## src/rtl/regfile_write_arbiter.sv

```systemverilog
// Round-robin arbiter sharing the register file's single write port among NUM_REQ
// writeback requesters, with a one-deep output stage, pending bitmap and contention counter.
module regfile_write_arbiter #(
  parameter int NUM_REQ = 3,
  parameter int DATA_W  = 8,
  parameter int ADDR_W  = 3,
  parameter int CNT_W   = 8
) (
  input  logic                        clock,
  input  logic                        reset,
  input  logic                        hold,
  input  logic [NUM_REQ-1:0]          req_valid,
  output logic [NUM_REQ-1:0]          req_ready,
  input  logic [NUM_REQ*ADDR_W-1:0]   req_addr,
  input  logic [NUM_REQ*DATA_W-1:0]   req_data,
  output logic                        regWrite,
  output logic [ADDR_W-1:0]           writeRegister,
  output logic [DATA_W-1:0]           writeData,
  output logic [$clog2(NUM_REQ)-1:0]  grant_id,
  output logic [2**ADDR_W-1:0]        pending,
  output logic [CNT_W-1:0]            contention
);

  localparam int IDX_W = $clog2(NUM_REQ);

  logic [IDX_W-1:0]  ptr;
  logic [IDX_W-1:0]  ptrNext;
  logic [IDX_W-1:0]  grantIdx;
  logic [IDX_W-1:0]  grantIdReg;
  logic              grantFound;
  logic              doGrant;
  logic [ADDR_W-1:0] selAddr;
  logic [DATA_W-1:0] selData;
  logic              stageValid;
  logic [ADDR_W-1:0] stageAddr;
  logic [DATA_W-1:0] stageData;
  logic [CNT_W-1:0]  contentionCnt;
  logic              contended;

  function automatic logic [IDX_W-1:0] wrapIdx(input int value);
    return IDX_W'(value % NUM_REQ);
  endfunction

  // Scan from the round-robin pointer upward, wrapping, and take the first valid requester.
  always_comb begin
    grantFound = 1'b0;
    grantIdx   = '0;
    for (int k = 0; k < NUM_REQ; k++) begin
      if (!grantFound && req_valid[wrapIdx(int'(ptr) + k)]) begin
        grantFound = 1'b1;
        grantIdx   = wrapIdx(int'(ptr) + k);
      end
    end
  end

  assign doGrant   = grantFound && !hold && !reset;
  assign ptrNext   = wrapIdx(int'(grantIdx) + 1);
  assign selAddr   = req_addr[int'(grantIdx)*ADDR_W +: ADDR_W];
  assign selData   = req_data[int'(grantIdx)*DATA_W +: DATA_W];
  assign contended = ($countones(req_valid) >= 2);

  always_comb begin
    req_ready = '0;
    if (doGrant) begin
      req_ready[grantIdx] = 1'b1;
    end
  end

  // Writes to register 0 are consumed but never enter the stage, so the address/data
  // registers keep showing the last real write.
  always_ff @(posedge clock) begin
    if (reset) begin
      ptr           <= '0;
      grantIdReg    <= '0;
      stageValid    <= 1'b0;
      stageAddr     <= '0;
      stageData     <= '0;
      contentionCnt <= '0;
    end else begin
      if (doGrant) begin
        ptr        <= ptrNext;
        grantIdReg <= grantIdx;
        stageValid <= (selAddr != '0);
        if (selAddr != '0) begin
          stageAddr <= selAddr;
          stageData <= selData;
        end
      end else begin
        stageValid <= 1'b0;
      end
      if (contended && (contentionCnt != {CNT_W{1'b1}})) begin
        contentionCnt <= contentionCnt + CNT_W'(1);
      end
    end
  end

  // Gating with reset drops a write that is sitting in the stage when reset arrives.
  assign regWrite      = stageValid && !reset;
  assign writeRegister = stageAddr;
  assign writeData     = stageData;
  assign grant_id      = grantIdReg;
  assign contention    = contentionCnt;

  always_comb begin
    pending = '0;
    if (regWrite) begin
      pending[stageAddr] = 1'b1;
    end
  end

endmodule

```

## config.mk

```make
export PLATFORM = sky130hd
export DESIGN_NAME = regfile_write_arbiter
export DESIGN_NICKNAME = d
export VERILOG_FILES = /design/src/rtl/regfile_write_arbiter.sv
export SDC_FILE = /design/constraint.sdc
export NUM_CORES = 1
export LEC_CHECK = 0
export ABC_AREA = 1
export BUFFER_PORTS_ARGS = -buffer_cell sky130_fd_sc_hd__buf_4
export CAP_MARGIN = 15
export CORE_MARGIN = 2
export CORE_UTILIZATION = 44
export CTS_BUF_LIST = sky130_fd_sc_hd__clkbuf_16
export CTS_CLUSTER_DIAMETER = 150
export CTS_CLUSTER_SIZE = 30
export DETAILED_ROUTE_END_ITERATION = 10
export GPL_TIMING_DRIVEN = 0
export PLACE_DENSITY_LB_ADDON = 0.1
export REMOVE_ABC_BUFFERS = 1
export SLEW_MARGIN = 20
export SYNTH_ARGS = -nofsm -noshare
export SYNTH_HDL_FRONTEND = slang
export SYNTH_SLANG_ARGS = --single-unit
export TNS_END_PERCENT = 100
```

## constraint.sdc

```tcl
create_clock -name clock -period 2.2 [get_ports clock]
set_input_delay 0.22 -clock clock [delete_from_list [all_inputs] [get_ports clock]]
set_output_delay 0.22 -clock clock [all_outputs]
set_load 0.03 [all_outputs]
```

; ---- Word-level counts from Yosys, hierarchy flattened
; Cells that the tools add are included.
[word_totals]
regBits = 24
word_cells = 62
output_inout_bits = 33
in_bits = 39
[op_classes]
n_div = 4
shift = 2
multipliers = 1
order_cmp = 8
bitwise = 1
add_sub_neg = 6
reduce_logical = 15
eq_ne = 1
n_mux = 18
[ops]
columns = operator, n
row1 = "32-bit by 3-bit remainder unit with 32-bit output, second input constant", 3
row2 = "3-bit by 3-bit remainder unit with 32-bit output, second input constant", 1
row3 = 24-bit by 6-bit indexed part select with 8-bit output, 1
row4 = "2-bit by 3-bit less-than comparator with 1-bit output, second input constant", 4
row5 = 9-bit by 5-bit indexed part select with 3-bit output, 1
row6 = "8-bit by 1-bit adder with 8-bit output, second input constant", 1
row7 = 1-bit logical AND, 8
row8 = 1-bit 2-to-1 mux, 8
row9 = 8-bit 2-to-1 mux, 1
row10 = "8-bit inequality test, second input constant", 1
row11 = "2-bit by 1-bit adder with 3-bit output, second input constant", 2
row12 = 1-bit binary-select mux with 2-bit select, 3
row13 = 2-bit 2-to-1 mux, 3
row14 = 1-bit logical NOT, 4
row15 = "3-bit by 4-bit less-than comparator with 1-bit output, second input constant", 1
row16 = "2-bit by 2-bit multiplier with 4-bit output, second input constant", 1
row17 = 2-bit by 1-bit adder with 3-bit output, 1
row18 = "2-bit by 2-bit adder with 3-bit output, second input constant", 1
row19 = 1-bit demux with 3-bit select, 1
row20 = "3-bit by 1-bit >= comparator with 1-bit output, second input constant", 1
row21 = "3-bit by 2-bit >= comparator with 1-bit output, second input constant", 1
row22 = 3-bit 2-to-1 mux, 1
row23 = 3-bit nonzero test, 1
row24 = 1-bit by 1-bit adder with 2-bit output, 1
row25 = 5 further kinds, 5

; ---- Depth between registers and ports, before layout
; Gate-level depths: netlist of the first run.
[logic_depth]
word_depth = 15
mapped_depth = 18
ltp_nobuf = 17

; ---- Worst setup path before layout of the first run
; OpenSTA, ideal clock, no wires.
[synth_path]
path_type = register to output
from = register ptr[0]
to = output port req_ready[0]
arrival_ns = 2.148
required_ns = 1.980
path_slack_ns = -0.168
path_stages_with_launch = 8
path_buffers = 1
path_cell_list = dfxtp_1 inv_1 ha_1 nor2_1 a31oi_1 nand2_2 buf_2 nor3_1
[synth_via]
elab_chain_cells = 15
elab_cells_between_ends = 29
classes_between = 2 x add/sub / 3 x div / 2 x order compare / 15 x mux / 7 x reduce/logical
[synth_lines]
columns = item, line
row1 = from (decl), 26  ; logic [IDX_W-1:0] ptr;
row2 = from (signal assigned), 81  ; ptr <= ptrNext;
row3 = "parallel branches: the longest is 9 deep, another holds 32-bit by 3-bit remainder unit with 32-bit output", --
row4 = 2-bit 2-to-1 mux (*), 49  ; if (!grantFound && req_valid[wrapIdx(int'(ptr) + k)]) begin
row5 = net grantIdx[1], 28  ; logic [IDX_W-1:0] grantIdx;
row6 = 2-bit by 3-bit less-than comparator with 1-bit output (not written as such) / 2-bit by 1-bit >= comparator with 1-bit output (equally long branches), 65  ; req_ready[grantIdx] = 1'b1;
row7 = 1-bit logical AND (not written as such), 65
row8 = 1-bit 2-to-1 mux (not written as such), 65
row9 = 1-bit demux with 2-bit select (*), 65
row10 = 3-bit 2-to-1 mux (*), 64  ; if (doGrant) begin
row11 = to (decl), 13  ; output logic [NUM_REQ-1:0] req_ready,
; Mark *: on every way through the listed nets, which the timed path passes. The select of a mux whose other input is x is not followed.

; ---- Worst setup path after layout of the first run
[layout_path]
from = register ptr[0]
to = output port req_ready[0]
[layout_via]
elab_chain_cells = 15
elab_cells_between_ends = 29
classes_between = 2 x add/sub / 3 x div / 2 x order compare / 15 x mux / 7 x reduce/logical
[layout_lines]
columns = item, line
row1 = "parallel branches: the longest is 14 deep, another holds 32-bit by 3-bit remainder unit with 32-bit output", --
row2 = 3-bit 2-to-1 mux (*), 64
; Mark *: on every way between the ends. The select of a mux whose other input is x is not followed.

==> impl_metrics.env, run 1 <==
export IMPL_status="finished with violations"
export IMPL_violations="negative setup slack"
export IMPL_die_w_um=67.2
export IMPL_drc=0
export IMPL_ys_ff_latch=24
export IMPL_start_util=0.469
export IMPL_use_met1=0.325
export IMPL_whs_ps=195
export IMPL_numCtsBuffers=3
export IMPL_ys_warn_count=0
export IMPL_clkLatencyLatePin_ps=260
export IMPL_viasPerCell=5.08
export IMPL_fin_nets=410
export IMPL_final_cell_mix="buf_4 (86), nand2_1 (43), inv_1 (34)"
export IMPL_setup_ws_ps=-135
export IMPL_clockPowerShare=0.185
export IMPL_clk_transition_reported_paths_ps=60
export IMPL_switching_share=0.418
export IMPL_rsz0062_at_grt="yes"
export IMPL_max_clock_freq_mhz=428
export IMPL_wirelength_um=5660
export IMPL_final_common_cell="buf_4"
export IMPL_clock_path_buffers=2
export IMPL_ys_types=30
export IMPL_multi_input_area_um2=1310
export IMPL_maxSlewViolCount=0
export IMPL_ys_flop_type="dfxtp_1"
export IMPL_cts_tree="built"
export IMPL_fin_skew_ps=3.39
export IMPL_grt_overflow_total=0
export IMPL_required_ps=1980
export IMPL_htree_levels=1
export IMPL_tightest_slew_ps=558
export IMPL_ant_nets=0
export IMPL_maxCapViolCount=0
export IMPL_worstSetupPathType="reg2out"
export IMPL_power_leakage_uw=0.00135
export IMPL_async_reset_ff_frac=0
export IMPL_ctsRootBufferMaster="clkbuf_16"
export IMPL_nFillCells=274
export IMPL_hold_violations=0
export IMPL_crit_path_max_fanout=5
export IMPL_min_period_over_period=1.06
export IMPL_vdd_drop_max_uv=516
export IMPL_coreArea_um2=3740
export IMPL_grtUsageMet2=0.442
export IMPL_yosysSeqAreaShare=0.274
export IMPL_utilization=0.772
export IMPL_synth_edf_count=0
export IMPL_syn_cell_area_um2=1760
export IMPL_regArea_um2=488
export IMPL_cts_sinks=24
export IMPL_slew_headroom=0.626
export IMPL_p_int_uw=1240
export IMPL_grt_util_met3=0.0333
export IMPL_avgSynthCellArea_um2=6.60
export IMPL_setup_viol=14
export IMPL_dr_pass1_iters=4
export IMPL_grt_antenna_before_repair=0
export IMPL_drtIter0Drc=144
export IMPL_grt_busiest_layer="met2"
export IMPL_worst_hold_path_type="in2reg"
export IMPL_io_pins=72
export IMPL_ctsHoldBuffers=0
export IMPL_drt_wirelength_per_cell_um=13.8
export IMPL_area_growth_pct=64.6
export IMPL_power_frac_seq=0.256
export IMPL_period_minus_slack_ps=2330
export IMPL_die_h_um=67.2
export IMPL_grt_pass1_vias=1896
export IMPL_grt_total_usage=0.253
export IMPL_p_comb_frac=0.559
export IMPL_switchingPower_uw=892
export IMPL_num_antenna_cells=0
export IMPL_drive_gt1_frac=0.481
export IMPL_syn_inst=266
export IMPL_grt_start_max_net_pins=22
export IMPL_rows=22
export IMPL_port_buffers=71
export IMPL_dp_hpwl_um=3270
export IMPL_dieArea_um2=4510
export IMPL_power_density_nw_per_um2=738
export IMPL_vias=2084
export IMPL_cp_end_kind="output pin"
export IMPL_grt_pass1_wl_um=8820
export IMPL_place_congestion=0.908
export IMPL_worstPathArrival_ps=2110
export IMPL_cp_start_kind="register"
-- Yosys cell counts, types with 5 or more instances --
cell     instances  area (um^2)
nor2_1          32          120
nand2_1         49          184
a21oi_2          6         52.6
inv_1           36          135
nor2_2           8         50.1
dfxtp_1         24          480
nand3_1         18         90.1
nand2_2          5         31.3
nand3_2          8         80.1
a21oi_1         14         70.1
ha_1             8          100
o21ai_0         24          120
-- kinds of logic after synthesis --
group / synth area share
buf+inv: 0.125
flops: 0.274
simple gates: 0.381
fa+ha+maj: 0.0570
compound gates: 0.163
-- power by group through the flow --
stage	registers (uW)	clock network [uW]	logic (uW)
3_3_place_gp	546	0	824
6_report	546	395	1190
5_1_grt	555	416	1290
4_1_cts	543	399	1080
2_1_floorplan	654	0	472
3_5_place_dp	549	0	832
-- what timing repair did --
item,CTS,global route
cloned,3,1
pin swaps,17,12
endpoints found under the setup margin,16,15
setup buffers,22,2
resized for setup,42,23
-- routing by layer --
| metal | share of wire | up-vias |
|---|---|---|
| li1 | - | 1052 |
| met1 | 0.41 | 938 |
| met5 | 0 | - |
| met3 | 0.072 | 10 |
| met4 | 0.017 | 0 |
| met2 | 0.50 | 84 |
-- worst max-delay path, cell delays in order, from the launching register on --
cell and delay [ps]:
dfxtp_4 370, inv_4 50, ha_4 270, o21ai_1 160, nand3_2 140, nand4_1 170
nand2_4 120, buf_4 160, buf_4 150, nor3_4 120, buf_6 150
-- final timing paths --
kind         slack (ps)          endpoint   startpoint  cells past startpoint
min reg2reg         460       grant_id[0]  grant_id[0]                      2
max                -130      req_ready[0]       ptr[0]                     10
min                 200  writeRegister[1]        reset                      2
max reg2reg        -130      writeData[1]       ptr[0]                     17
-- state kept, by name, summed over array words and instances (netlist names) --
register / flops
contention: 8
grant_id: 2
ptr: 2
stageValid: 1
writeData: 8
writeRegister: 3
-- layout make-up --
cell class	count	share of cell area
Inverter	43	0.0628
Tap cell	48	0.0208
Clock buffer	3	0.0260
Timing Repair Buffer	95	0.268
Multi-Input combinational cell	196	0.453
Clock inverter	1	0.00130
Sequential cell	24	0.169
-- metrics by stage --
stage | setup WS (ps) | instance area, um^2 | std cells | setup TNS, ps | total power (uW)
after detailed placement | -483 | 2290 | 378 | -5870 | 1380
final | -135 | 2890 | 410 | -1110 | 2130
after CTS | -25.5 | 2780 | 407 | -139 | 2030
after floorplan | -123 | 1700 | 259 | -885 | 1130
after global routing | -243 | 2890 | 410 | -2540 | 2260
after global placement | -449 | 2290 | 378 | -5560 | 1370
Power figures use the tool's default switching activity.
==> run 2: changes to the inputs <==
- GPL_ROUTABILITY_DRIVEN: default -> 0
- GPL_TIMING_DRIVEN: 0 -> 1
==> impl_metrics.env, run 2 (same netlist as run 1, synthesis figures left out) <==
export IMPL_maxCapViolCount=0
export IMPL_maxSlewViolCount=0
export IMPL_drc=0
export IMPL_num_antenna_cells=0
export IMPL_die_w_um=67.2
export IMPL_grt_total_usage=0.226
export IMPL_drive_gt1_frac=0.462
export IMPL_wirelength_um=5190
export IMPL_die_h_um=67.2
export IMPL_min_period_over_period=1.05
export IMPL_numCtsBuffers=3
export IMPL_area_growth_pct=63.8
export IMPL_cts_tree="built"
export IMPL_drtIter0Drc=82
export IMPL_crit_chain="inv_2 -> ha_4 -> inv_4 -> nand3_4 -> nand3_4 -> nand4_1 -> nand2_4 -> buf_6 -> nor2_4 -> nand3_2 -> nand2_2 -> nor2_4 -> buf_12 -> nand3_1 -> nand2_1 -> nor2_2"
export IMPL_rsz0062_at_grt="yes"
export IMPL_cts_sinks=24
export IMPL_ctsRootBufferMaster="clkbuf_16"
export IMPL_max_clock_freq_mhz=434
export IMPL_cp_start_kind="register"
export IMPL_drt_wirelength_per_cell_um=12.8
export IMPL_regArea_um2=485
export IMPL_ctsHoldBuffers=0
export IMPL_required_ps=2350
export IMPL_grt_pass1_vias=1790
export IMPL_tightest_slew_ps=530
export IMPL_grt_start_max_net_pins=21
export IMPL_hold_violations=0
export IMPL_setup_ws_ps=-105
export IMPL_clkLatencyLatePin_ps=250
export IMPL_cp_end_kind="register"
export IMPL_worstSetupPathType="reg2reg"
export IMPL_final_cell_mix="buf_4 (86), nand2_1 (46), inv_1 (33)"
export IMPL_power_uw=2110
export IMPL_tns_ps=-1080
export IMPL_dr_pass1_iters=4
export IMPL_htree_levels=1
export IMPL_dp_hpwl_um=3320
export IMPL_whs_ps=194
export IMPL_dieArea_um2=4510
export IMPL_io_pins=72
export IMPL_fin_skew_ps=1.32
export IMPL_status="finished with violations"
export IMPL_start_util=0.469
export IMPL_viasPerCell=5.06
export IMPL_cp_slowest_cell="dfxtp_2"
export IMPL_dp_cells=390
export IMPL_port_buffers=71
export IMPL_worst_hold_path_type="in2reg"
export IMPL_multi_input_area_um2=1290
export IMPL_nFillCells=275
export IMPL_vias=2050
export IMPL_clk_transition_reported_paths_ps=60
export IMPL_coreArea_um2=3740
export IMPL_clock_path_buffers=2
export IMPL_ant_nets=0
export IMPL_slew_headroom=0.645
export IMPL_dp_slack_ps=-69.4
export IMPL_power_leakage_uw=0.00132
export IMPL_crit_path_max_fanout=10
export IMPL_power_density_nw_per_um2=732
export IMPL_fin_nets=406
export IMPL_violations="negative setup slack"
export IMPL_rows=22
export IMPL_vdd_drop_max_uv=446
export IMPL_grt_antenna_before_repair=0
export IMPL_worstPathArrival_ps=2450
export IMPL_final_common_cell="buf_4"
export IMPL_finalNonFillerCells=405
export IMPL_grt_overflow_total=0
export IMPL_cpLargestDelayFamily="simple AND/OR/NAND/NOR gates"
export IMPL_crit_buf_inv=4
export IMPL_grt_pass1_wl_um=7840
export IMPL_period_minus_slack_ps=2300
export IMPL_critPathMaxStageDelay_ps=340
export IMPL_setup_viol=15
-- run 2: cell types whose count changed in the layout (fill, tap and decap cells not counted), moves of 3 or more --
cell | before | now
inv_2 | 2 | 5
nand3_2 | 17 | 9
a21oi_2 | 6 | 1
nor2_4 | 6 | 3
nand2_1 | 43 | 46
a21oi_4 | 0 | 7
nand3_1 | 8 | 15
-- run 2: area by class of cell --
class,instances,share of cell area
Clock buffer,3,0.0261
Sequential cell,24,0.169
Tap cell,48,0.0209
Inverter,43,0.0601
Timing Repair Buffer,95,0.275
Multi-Input combinational cell,192,0.449
-- run 2: stage by stage --
step | area, um^2 | util
floorplan | 1700 | -
detailed placement | 2420 | 0.646
global route | 2880 | 0.768
CTS | 2640 | 0.705
finish | 2880 | 0.768
global placement | 2420 | 0.646
-- run 2: what timing repair did --
action,in CTS,in global routing
gates resized for setup,26,33
gates cloned,0,1
buffers inserted,5,6
pin swaps,7,12
endpoints found under the setup margin,15,15
-- run 2: final timing paths --
kind	startpoint	to	slack, ps	depth (start not counted)
worst max-delay path	ptr[0]	writeData[2]	-100	16
worst min-delay path	reset	ptr[1]	190	2
worst min register to register	grant_id[0]	grant_id[0]	470	2
worst max register to register	ptr[0]	writeData[2]	-100	16
-- run 2: report_power, final --
group	internal, uW	total (uW)	switching (uW)
clock	240	384	144
combinational	501	1180	676
sequential	501	545	43.9
-- run 2: per-layer routing --
metal	up-vias	GRT usage	routed length, um	share of wire
met1	927	0.267	1990	0.38
li1	1034	-	-	-
met5	-	0	0	0
met4	0	0.0638	137	0.026
met3	14	0.0517	362	0.070
met2	75	0.406	2700	0.52
